==> src/rtl/display_scan_mux_pkg.sv <==
// display_scan_mux_pkg
//   Shared definitions for the multiplexed 7-segment scanner: nibble width
//   and the slot FSM state encoding used by the scanner and its neighbours.
package display_scan_mux_pkg;

  localparam int NIBBLE_W = 4;

  // Slot phase: BLANK is the dead-time gap, DRIVE lights the selected digit.
  typedef enum logic {
    S_BLANK = 1'b0,
    S_DRIVE = 1'b1
  } slot_state_t;

endpackage

==> src/rtl/display_scan_mux_tick_gen.sv <==
// scan_tick_gen
//   Slot prescaler. Counts 0..PRESCALE-1 and wraps.
//   Ports:
//     clk         in   system clock, rising edge
//     reset       in   asynchronous, active-high
//     o_cnt_nxt   out  count value for the next cycle (0 after a wrap)
//     o_slot_end  out  strobe, high in the last cycle of every slot
//   The next count is exported so that the scanner can register its outputs
//   for the coming cycle and show them aligned with the slot they belong to.
module scan_tick_gen #(
  parameter int PRESCALE = 50000,
  parameter int CNT_W    = (PRESCALE > 1) ? $clog2(PRESCALE) : 1
) (
  input  logic             clk,
  input  logic             reset,
  output logic [CNT_W-1:0] o_cnt_nxt,
  output logic             o_slot_end
);

  logic [CNT_W-1:0] r_cnt;

  assign o_slot_end = (r_cnt == CNT_W'(PRESCALE - 1));
  assign o_cnt_nxt  = o_slot_end ? '0 : (r_cnt + CNT_W'(1));

  // Slot counter register.
  always_ff @(posedge clk or posedge reset) begin
    if (reset) begin
      r_cnt <= '0;
    end else begin
      r_cnt <= o_cnt_nxt;
    end
  end

endmodule

==> src/rtl/display_scan_mux.sv <==
// display_scan_mux
//   Time-multiplexed scanner for a DIGITS-wide 7-segment display. A shadow
//   copy of the packed value is presented one nibble per slot, with a blanked
//   dead time at the start of each slot, optional leading-zero suppression,
//   and a req/ack load that only takes effect at frame boundaries.
//   Ports:
//     clk, reset   clock (rising) and asynchronous active-high reset
//     value_in     packed nibbles, [3:0] = digit 0 (rightmost)
//     dp_in        decimal points, bit i = digit i
//     load_req     level request, captured at the next frame boundary
//     load_ack     one-cycle pulse in the cycle after the capture
//     lz_blank     1 = suppress leading zeros (digit 0 always shown)
//     bcd_out      nibble of the current digit
//     dp_out       decimal point of the current digit, active-high
//     digit_en     one-hot digit enable, active-low when EN_ACTIVE_LOW=1
//   All outputs are registered. Their next values are computed from the
//   next count/index/shadow so each output lines up with its own slot cycle.
module display_scan_mux
  import display_scan_mux_pkg::*;
#(
  parameter int DIGITS        = 4,
  parameter int PRESCALE      = 50000,
  parameter int DEAD          = 500,
  parameter int EN_ACTIVE_LOW = 1
) (
  input  logic                       clk,
  input  logic                       reset,
  input  logic [NIBBLE_W*DIGITS-1:0] value_in,
  input  logic [DIGITS-1:0]          dp_in,
  input  logic                       load_req,
  output logic                       load_ack,
  input  logic                       lz_blank,
  output logic [NIBBLE_W-1:0]        bcd_out,
  output logic                       dp_out,
  output logic [DIGITS-1:0]          digit_en
);

  localparam int CNT_W = (PRESCALE > 1) ? $clog2(PRESCALE) : 1;
  localparam int IDX_W = (DIGITS > 1) ? $clog2(DIGITS) : 1;
  localparam logic [DIGITS-1:0] EN_IDLE = (EN_ACTIVE_LOW != 0) ? {DIGITS{1'b1}} : {DIGITS{1'b0}};

  // Nibble of digit idx within a packed value.
  function automatic logic [NIBBLE_W-1:0] nibble_at(
    input logic [NIBBLE_W*DIGITS-1:0] val,
    input logic [IDX_W-1:0]           idx
  );
    logic [NIBBLE_W-1:0] nib;
    nib = '0;
    for (int i = 0; i < DIGITS; i++) begin
      nib = (IDX_W'(i) == idx) ? val[i*NIBBLE_W +: NIBBLE_W] : nib;
    end
    return nib;
  endfunction

  // True when digit idx (>0) and every digit to its left hold zero.
  function automatic logic lz_hidden(
    input logic [NIBBLE_W*DIGITS-1:0] val,
    input logic [IDX_W-1:0]           idx
  );
    logic all_zero;
    logic hidden;
    all_zero = 1'b1;
    hidden   = 1'b0;
    for (int i = DIGITS - 1; i >= 1; i--) begin
      all_zero = all_zero && (val[i*NIBBLE_W +: NIBBLE_W] == '0);
      hidden   = (IDX_W'(i) == idx) ? all_zero : hidden;
    end
    return hidden;
  endfunction

  logic [CNT_W-1:0]           w_cnt_nxt;
  logic                       w_slot_end;
  logic                       w_boundary;
  logic                       w_load;
  logic                       w_idx_last;
  logic [IDX_W-1:0]           w_idx_nxt;
  logic [NIBBLE_W*DIGITS-1:0] w_val_nxt;
  logic [DIGITS-1:0]          w_dp_nxt;
  slot_state_t                w_state_nxt;
  logic                       w_hidden;
  logic                       w_show;
  logic [DIGITS-1:0]          w_onehot;
  logic [DIGITS-1:0]          w_en_nxt;
  logic                       w_dp_out_nxt;
  logic [NIBBLE_W-1:0]        w_bcd_nxt;

  slot_state_t                r_state;
  logic [IDX_W-1:0]           r_idx;
  logic [NIBBLE_W*DIGITS-1:0] r_shadow_val;
  logic [DIGITS-1:0]          r_shadow_dp;
  logic [NIBBLE_W-1:0]        r_bcd;
  logic                       r_dp;
  logic [DIGITS-1:0]          r_en;
  logic                       r_ack;

  scan_tick_gen #(
    .PRESCALE (PRESCALE),
    .CNT_W    (CNT_W)
  ) u_tick (
    .clk        (clk),
    .reset      (reset),
    .o_cnt_nxt  (w_cnt_nxt),
    .o_slot_end (w_slot_end)
  );

  // Frame boundary: last cycle of the last digit's slot.
  assign w_idx_last = (r_idx == IDX_W'(DIGITS - 1));
  assign w_boundary = w_slot_end && w_idx_last;
  assign w_load     = w_boundary && load_req;

  // Next digit index and next shadow contents.
  always_comb begin
    w_idx_nxt = r_idx;
    w_val_nxt = r_shadow_val;
    w_dp_nxt  = r_shadow_dp;
    if (w_slot_end) begin
      w_idx_nxt = w_idx_last ? '0 : (r_idx + IDX_W'(1));
    end else begin
      w_idx_nxt = r_idx;
    end
    if (w_load) begin
      w_val_nxt = value_in;
      w_dp_nxt  = dp_in;
    end else begin
      w_val_nxt = r_shadow_val;
      w_dp_nxt  = r_shadow_dp;
    end
  end

  // Slot FSM next state, decided by where the next count falls.
  always_comb begin
    w_state_nxt = r_state;
    case (r_state)
      S_BLANK: w_state_nxt = (w_cnt_nxt >= CNT_W'(DEAD)) ? S_DRIVE : S_BLANK;
      S_DRIVE: w_state_nxt = (w_cnt_nxt <  CNT_W'(DEAD)) ? S_BLANK : S_DRIVE;
      default: w_state_nxt = S_BLANK;
    endcase
  end

  // Next output values for the coming cycle.
  always_comb begin
    w_onehot = '0;
    for (int i = 0; i < DIGITS; i++) begin
      w_onehot[i] = (IDX_W'(i) == w_idx_nxt);
    end
    w_hidden     = lz_blank && lz_hidden(w_val_nxt, w_idx_nxt);
    w_show       = (w_state_nxt == S_DRIVE) && !w_hidden;
    // XOR with the idle pattern flips the one-hot into active-low form.
    w_en_nxt     = w_show ? (w_onehot ^ EN_IDLE) : EN_IDLE;
    w_dp_out_nxt = w_show && w_dp_nxt[w_idx_nxt];
    // bcd_out only changes entering cnt==0, so it is steady through dead time.
    w_bcd_nxt    = w_slot_end ? nibble_at(w_val_nxt, w_idx_nxt) : r_bcd;
  end

  // Slot FSM state register.
  always_ff @(posedge clk or posedge reset) begin
    if (reset) begin
      r_state <= S_BLANK;
    end else begin
      r_state <= w_state_nxt;
    end
  end

  // Digit index, shadow registers and registered outputs.
  always_ff @(posedge clk or posedge reset) begin
    if (reset) begin
      r_idx        <= '0;
      r_shadow_val <= '0;
      r_shadow_dp  <= '0;
      r_bcd        <= '0;
      r_dp         <= 1'b0;
      r_en         <= EN_IDLE;
      r_ack        <= 1'b0;
    end else begin
      r_idx        <= w_idx_nxt;
      r_shadow_val <= w_val_nxt;
      r_shadow_dp  <= w_dp_nxt;
      r_bcd        <= w_bcd_nxt;
      r_dp         <= w_dp_out_nxt;
      r_en         <= w_en_nxt;
      r_ack        <= w_load;
    end
  end

  assign bcd_out  = r_bcd;
  assign dp_out   = r_dp;
  assign digit_en = r_en;
  assign load_ack = r_ack;

endmodule

==> config.mk <==
export PLATFORM = sky130hd
export DESIGN_NAME = display_scan_mux
export DESIGN_NICKNAME = d
export VERILOG_FILES = /design/src/rtl/display_scan_mux_pkg.sv /design/src/rtl/display_scan_mux_tick_gen.sv /design/src/rtl/display_scan_mux.sv
export SDC_FILE = /design/constraint.sdc
export NUM_CORES = 1
export LEC_CHECK = 0
export ABC_AREA = 1
export CAP_MARGIN = 30
export CORE_MARGIN = 3
export CORE_UTILIZATION = 34
export DETAILED_ROUTE_END_ITERATION = 16
export GPL_TIMING_DRIVEN = 0
export PLACE_DENSITY = 0.66
export SYNTH_ARGS = -nofsm -noshare
export SYNTH_HDL_FRONTEND = slang
export SYNTH_SLANG_ARGS = --single-unit
==> constraint.sdc <==
create_clock -name clk -period 1.8 [get_ports clk]
set_clock_uncertainty 0.05 [all_clocks]
set_input_delay 0.36 -clock clk [delete_from_list [all_inputs] [get_ports clk]]
set_output_delay 0.36 -clock clk [all_outputs]
set_load 0.01 [all_outputs]
After elaboration in Yosys (flattened, before gate mapping)
Cells that the tools add are included.
{"block": "totals", "output_inout_bits": 10, "regBits": 49, "memories": 0, "in_bits": 24, "latchBits": 0, "word_cells": 51, "ramBits": 0, "romBits": 0}
{"block": "op_classes", "n_mul": 0, "add_sub_neg": 2, "muxes": 18, "shift": 0, "magnitude_cmp": 3, "reduce_logical": 12, "n_div": 0, "bitwise_logic": 2, "n_eq_ne": 5}
{"op": "$mux W16", "count": 2}
{"op": "$mux W4", "count": 6}
{"op": "$add A16 B1 Y16 const B", "count": 1}
{"op": "$eq A16 B16 Y1 const B", "count": 1}
{"op": "$ge A16 B9 Y1 const B", "count": 1}
{"op": "$lt A16 B9 Y1 const B", "count": 1}
{"op": "$logic_not A4 Y1", "count": 3}
{"op": "$logic_and A1 B1 Y1", "count": 7}
{"op": "$mux W1", "count": 6}
{"op": "$eq A2 B2 Y1 const A", "count": 2}
{"op": "$mux W2", "count": 2}
{"op": "$not A4 Y4", "count": 1}
{"op": "$lt A2 B3 Y1 const B", "count": 1}
{"op": "$add A2 B1 Y2 const B", "count": 1}
{"op": "$bmux W1 S2", "count": 1}
{"op": "$eq A1 B2 Y1 const A", "count": 1}
{"op": "$eq A2 B2 Y1 const B", "count": 1}
{"op": "$logic_not A2 Y1", "count": 1}
{"op": "$pmux W1 S2", "count": 1}
{"op": "$logic_not A1 Y1", "count": 1}
{"op": "$not A1 Y1", "count": 1}

Depth between registers and ports, before layout
{"block": "depth", "word_depth": 12, "mapped_depth": 14, "mapped_depth_nobuf": 14}

By module
From an unflattened synthesis, not the netlist that was laid out.
{"block": "hier_totals", "hier_cells": 295, "area_unflattened_um2": 2424.8}
{"module": "display_scan_mux", "seq_area_each_um2": 805.8, "n_inst": 1, "area_per_inst_um2": 1544.0, "cells_each": 173}
{"module": "scan_tick_gen", "seq_area_each_um2": 400.4, "n_inst": 1, "area_per_inst_um2": 880.8, "cells_each": 122}

Least setup slack after synthesis
No wires, ideal clock.
{"block": "synth_path", "path_kind": "reg2reg", "start": "reg r_idx[0]", "end": "reg r_dp, in the netlist dp_out", "required_time_ns": 1.632, "arrival_time_ns": 1.736, "path_slack_ns": -0.103, "setup_time_ns": 0.118, "period_less_slack_ns": 1.903, "path_stages_with_launch": 13, "n_path_buf": 1, "cell_sequence": "dfrtp_1 ha_1 nand2_1 clkinv_1 nand3_4 buf_6 nor2_1 nor2_1 nand3_1 nor2_1 nand3_2 nand2_2 nor2_2"}
{"block": "synth_via", "elab_chain_cells": 12, "elab_cells_between_ends": 25, "cone_classes": "1 x add/sub; 4 x eq/ne; 9 x mux; 11 x reduce/logical"}
{"item": "start: declaration", "line_no": "display_scan_mux.sv:88", "text": "logic [IDX_W-1:0] r_idx;"}
{"item": "start signal: assignment", "line_no": "display_scan_mux.sv:175", "text": "r_idx <= w_idx_nxt;"}
{"item": "branches (longest 11 deep; another with $add A2 B1 Y2)"}
{"item": "$logic_and A1 B1 Y1 *", "line_no": "display_scan_mux.sv:150", "text": "w_dp_out_nxt = w_show && w_dp_nxt[w_idx_nxt];"}
{"item": "via w_dp_out_nxt", "line_no": "display_scan_mux.sv:84", "text": "logic w_dp_out_nxt;"}
{"item": "end signal: assignment", "line_no": "display_scan_mux.sv:179", "text": "r_dp <= w_dp_out_nxt;"}
{"item": "end: declaration", "line_no": "display_scan_mux.sv:92", "text": "logic r_dp;"}
Mark *: on every way through the listed nets, which the timed path passes. The select of a mux whose other input is x is not followed.
A chain may end at the register's enable or synchronous reset.

Worst setup path in the final report
{"block": "layout_path", "start": "reg u_tick.r_cnt[11]", "end": "reg r_dp, in the netlist dp_out"}
{"block": "layout_via", "elab_chain_cells": 12, "elab_cells_between_ends": 30, "cone_classes": "1 x add/sub; 2 x order compare; 4 x eq/ne; 12 x mux; 11 x reduce/logical"}
{"item": "start: declaration", "line_no": "display_scan_mux_tick_gen.sv:20", "text": "logic [CNT_W-1:0] r_cnt;"}
{"item": "start signal: assignment", "line_no": "display_scan_mux_tick_gen.sv:30", "text": "r_cnt <= o_cnt_nxt;"}
{"item": "branches (longest 11 deep; another with $add A16 B1 Y16)"}
{"item": "$logic_and A1 B1 Y1 *", "line_no": "display_scan_mux.sv:150"}
{"item": "via w_dp_out_nxt", "line_no": "display_scan_mux.sv:84"}
Marked as above.

==> results.sh <==
export IMPL_insertion_delay_ns=0.30
export IMPL_slew_limit_headroom_pct=82.0
export IMPL_clk_path_buf_depth=2
export IMPL_cts_made_buffers=5
export IMPL_layout_setup_ws_ns=-0.266
export IMPL_finalNonFillerCells=493
export IMPL_grt_overflow_total=0
export IMPL_ant_nets=0
export IMPL_p_leak_uw=0.00182
export IMPL_yosysTopAreaCell="dfrtp_1"
export IMPL_path_clk_slew_ns=0.09
export IMPL_io_pins=34
export IMPL_drv_cap=0
export IMPL_period_minus_slack_ns=2.07
export IMPL_diodes=0
export IMPL_cts_sinks=48
export IMPL_syn_nets=348
export IMPL_synth_area_per_cell_um2=7.92
export IMPL_setup_viol=9
export IMPL_synth_edf_count=0
export IMPL_synthFlopType="dfrtp_1"
export IMPL_drc_errors=0
export IMPL_place_area_um2=3030
export IMPL_outcome="finished with violations"
export IMPL_drt_wl_total_mm=6.33
export IMPL_layout_drive_gt1_share_pct=27.2
export IMPL_clock_fmax_ghz=0.484
export IMPL_routed_via_density=4.71
export IMPL_dr_first_iter_drc_count=85
export IMPL_cts_htree_levels=2
export IMPL_synth_top_area_share_pct=43.2
export IMPL_ys_seq_area_share_pct=47.3
export IMPL_place_hpwl_mm=4.28
export IMPL_crit_path_end_kind="register"
export IMPL_die_area_um2=8570
export IMPL_cp_num_buf_inv=2
export IMPL_root_buffer="clkbuf_8"
export IMPL_synth_warning_count=0
export IMPL_synthesis_area_um2=2550
export IMPL_cts_tree="yes"
export IMPL_grt_pass1_wl_mm=9.85
export IMPL_hold_buffers=0
export IMPL_powerDensity_nw_per_um2=501
export IMPL_wire_per_inst_um=12.8
export IMPL_critical_path_top_delay_family="simple AND/OR/NAND/NOR gates"
export IMPL_rsz0062_at_grt="true"
export IMPL_multi_input_area_um2=1290
export IMPL_ys_types=37
export IMPL_synth_seq_cells=48
export IMPL_grt_util_all_layers_pct=14.3
export IMPL_drt_pass1_iterations=4
export IMPL_worst_pin_slew_ns=0.268
export IMPL_hold_violations=0
export IMPL_placed_cells=452
export IMPL_violations="negative setup slack"
export IMPL_crit_top_cell="nand2_2"
export IMPL_fillers=654
export IMPL_worst_ep_arrival_time_ns=2.22
export IMPL_grt_pass1_vias=2144
export IMPL_ys_top_cells_by_count="nand2_1 (87), inv_1 (49), dfrtp_1 (44)"
export IMPL_yosys_top_cells_area="dfrtp_1 (43%), nand2_1 (13%), inv_1 (7.2%)"
export IMPL_vias=2321
export IMPL_finalInstanceArea_um2=3580
export IMPL_path_cells="nor2_2 > nand2_2 > nor2_4 > buf_12 > nand2_8 > nand2_4 > o21ai_4 > buf_6 > nor2_4 > nand3_1 > nand2_2 > nand3_4 > nand2_2 > nor2_2"
export IMPL_die_y_um=92.6
export IMPL_final_nets=422
export IMPL_finalMaxSlewViolations=0
export IMPL_ir_worst_vdd_mv=0.262
export IMPL_timing_final_crit_share_pct=115
export IMPL_critical_path_slowest_cell="dfrtp_1"
export IMPL_antenna_found_initial=0
export IMPL_die_x_um=92.6
export IMPL_r2r_slack_ns=-0.27
export IMPL_synth_most_common_cell="nand2_1"
export IMPL_core_area_um2=7020
export IMPL_area_delta_synth_final_pct=40.5
export IMPL_hold_class="input pin to asynchronous set/reset pin"
export IMPL_port_buffers=33
export IMPL_initial_core_util_pct=36.3
export IMPL_crit_path_max_incr_delay_ns=0.42
export IMPL_seqCellArea_um2=1210
export IMPL_critPathKind="register to register"
export IMPL_worstSetupStartpointType="register"
export IMPL_netlist_instances=322
export IMPL_grt_max_degree=41
export IMPL_async_reset_ff_share_pct=100
export IMPL_place_gp_congestion=0.841
export IMPL_cp_max_fo=7
export IMPL_rows=30
export IMPL_worstPathRequired_ns=1.95
==> state kept, by name, summed over array words and instances (netlist names) <==
register      flops
dp_out            1
bcd_out           4
digit_en          4
load_ack          1
r_idx             2
u_tick.r_cnt     16
r_shadow_dp       4
r_shadow_val     16
==> routing by layer <==
metal  track usage (%)  up-vias  routed length (um)
met5                 0        -                   0
met4              3.71        0                  99
met3              3.33       11                 381
met2              22.5       55                2980
met1              19.8     1086                2880
li1                  -     1169                   -
==> area by class of cell <==
cell class / instances / share of cell area (%)
multi-input cells: 217 / 35.9
flip-flops and latches: 48 / 33.8
repair buffers: 66 / 18.0
inverters: 56 / 6.08
well taps: 96 / 3.35
clock buffers: 6 / 2.03
plain buffers: 2 / 0.524
clock inverters: 2 / 0.349
==> where the power goes <==
group          leakage [uW]  internal [uW]  switching (uW)
registers          0.000605           1080               0
logic               0.00118           49.0            31.4
clock network     0.0000412            272             363
total               0.00182           1400             394
==> layout by cell type, fill, tap and decap left out, types with 3 or more instances in the layout <==
master / count
xor2_1: 3
nand3_1: 19
buf_12: 3
or2_0: 3
nor2_4: 11
dfstp_2: 4
nand3_2: 5
dfrtp_1: 42
a31oi_1: 4
o21ai_1: 10
nand3_4: 3
nor2_1: 22
nand4_1: 11
clkbuf_8: 5
nand2_2: 12
clkdlybuf4s50_1: 32
o21ai_0: 6
buf_4: 24
inv_2: 7
nand2_4: 3
inv_1: 47
a21oi_1: 4
buf_6: 8
nand2_1: 76
nor2_2: 8
==> cells by family (layout without fill, tap and decap cells) <==
group                      after synthesis  after routing  share of synthesized area [%]
adders and majority gates                2              2                          0.982
DFF                                     48             48                           47.3
buffers and inverters                   58            132                           8.98
xor gates and xnor gates                 3              3                           1.03
AOI/OAI and AO/OA                       29             29                           7.07
and+or+nand+nor                        182            183                           34.6
==> what timing repair did <==
item,in CTS,in global routing
pin swaps,19,23
endpoints found under the setup margin,13,14
setup buffers,21,12
gates cloned,0,1
resized for setup,30,20
==> per-stage QoR <==
step,setup slack (ns),hold slack (ns),power (uW),util (%),setup TNS [ns]
finish,-0.266,0.243,1790,51.0,-1.77
global route,-0.370,0.258,1870,51.0,-2.75
CTS,-0.187,0.256,1800,48.5,-1.31
detailed placement,-0.413,0.406,1180,43.2,-4.00
global placement,-0.718,0.405,1180,42.9,-36.74
floorplan,-0.0312,0.385,1120,-,-0.0367
==> worst paths after layout <==
path / startpoint / endpoint / cells past startpoint
worst min register to register: r_shadow_dp[0] / r_shadow_dp[0] / 2
worst max register to register: u_tick.r_cnt[11] / dp_out / 14
max in group asynchronous: reset / digit_en[3] / 3
worst min-delay path: reset / u_tick.r_cnt[0] / 2
worst max-delay path: u_tick.r_cnt[11] / dp_out / 14
min in group clk: r_shadow_dp[0] / r_shadow_dp[0] / 2
Note: power is estimated with default switching activity, not from simulation.
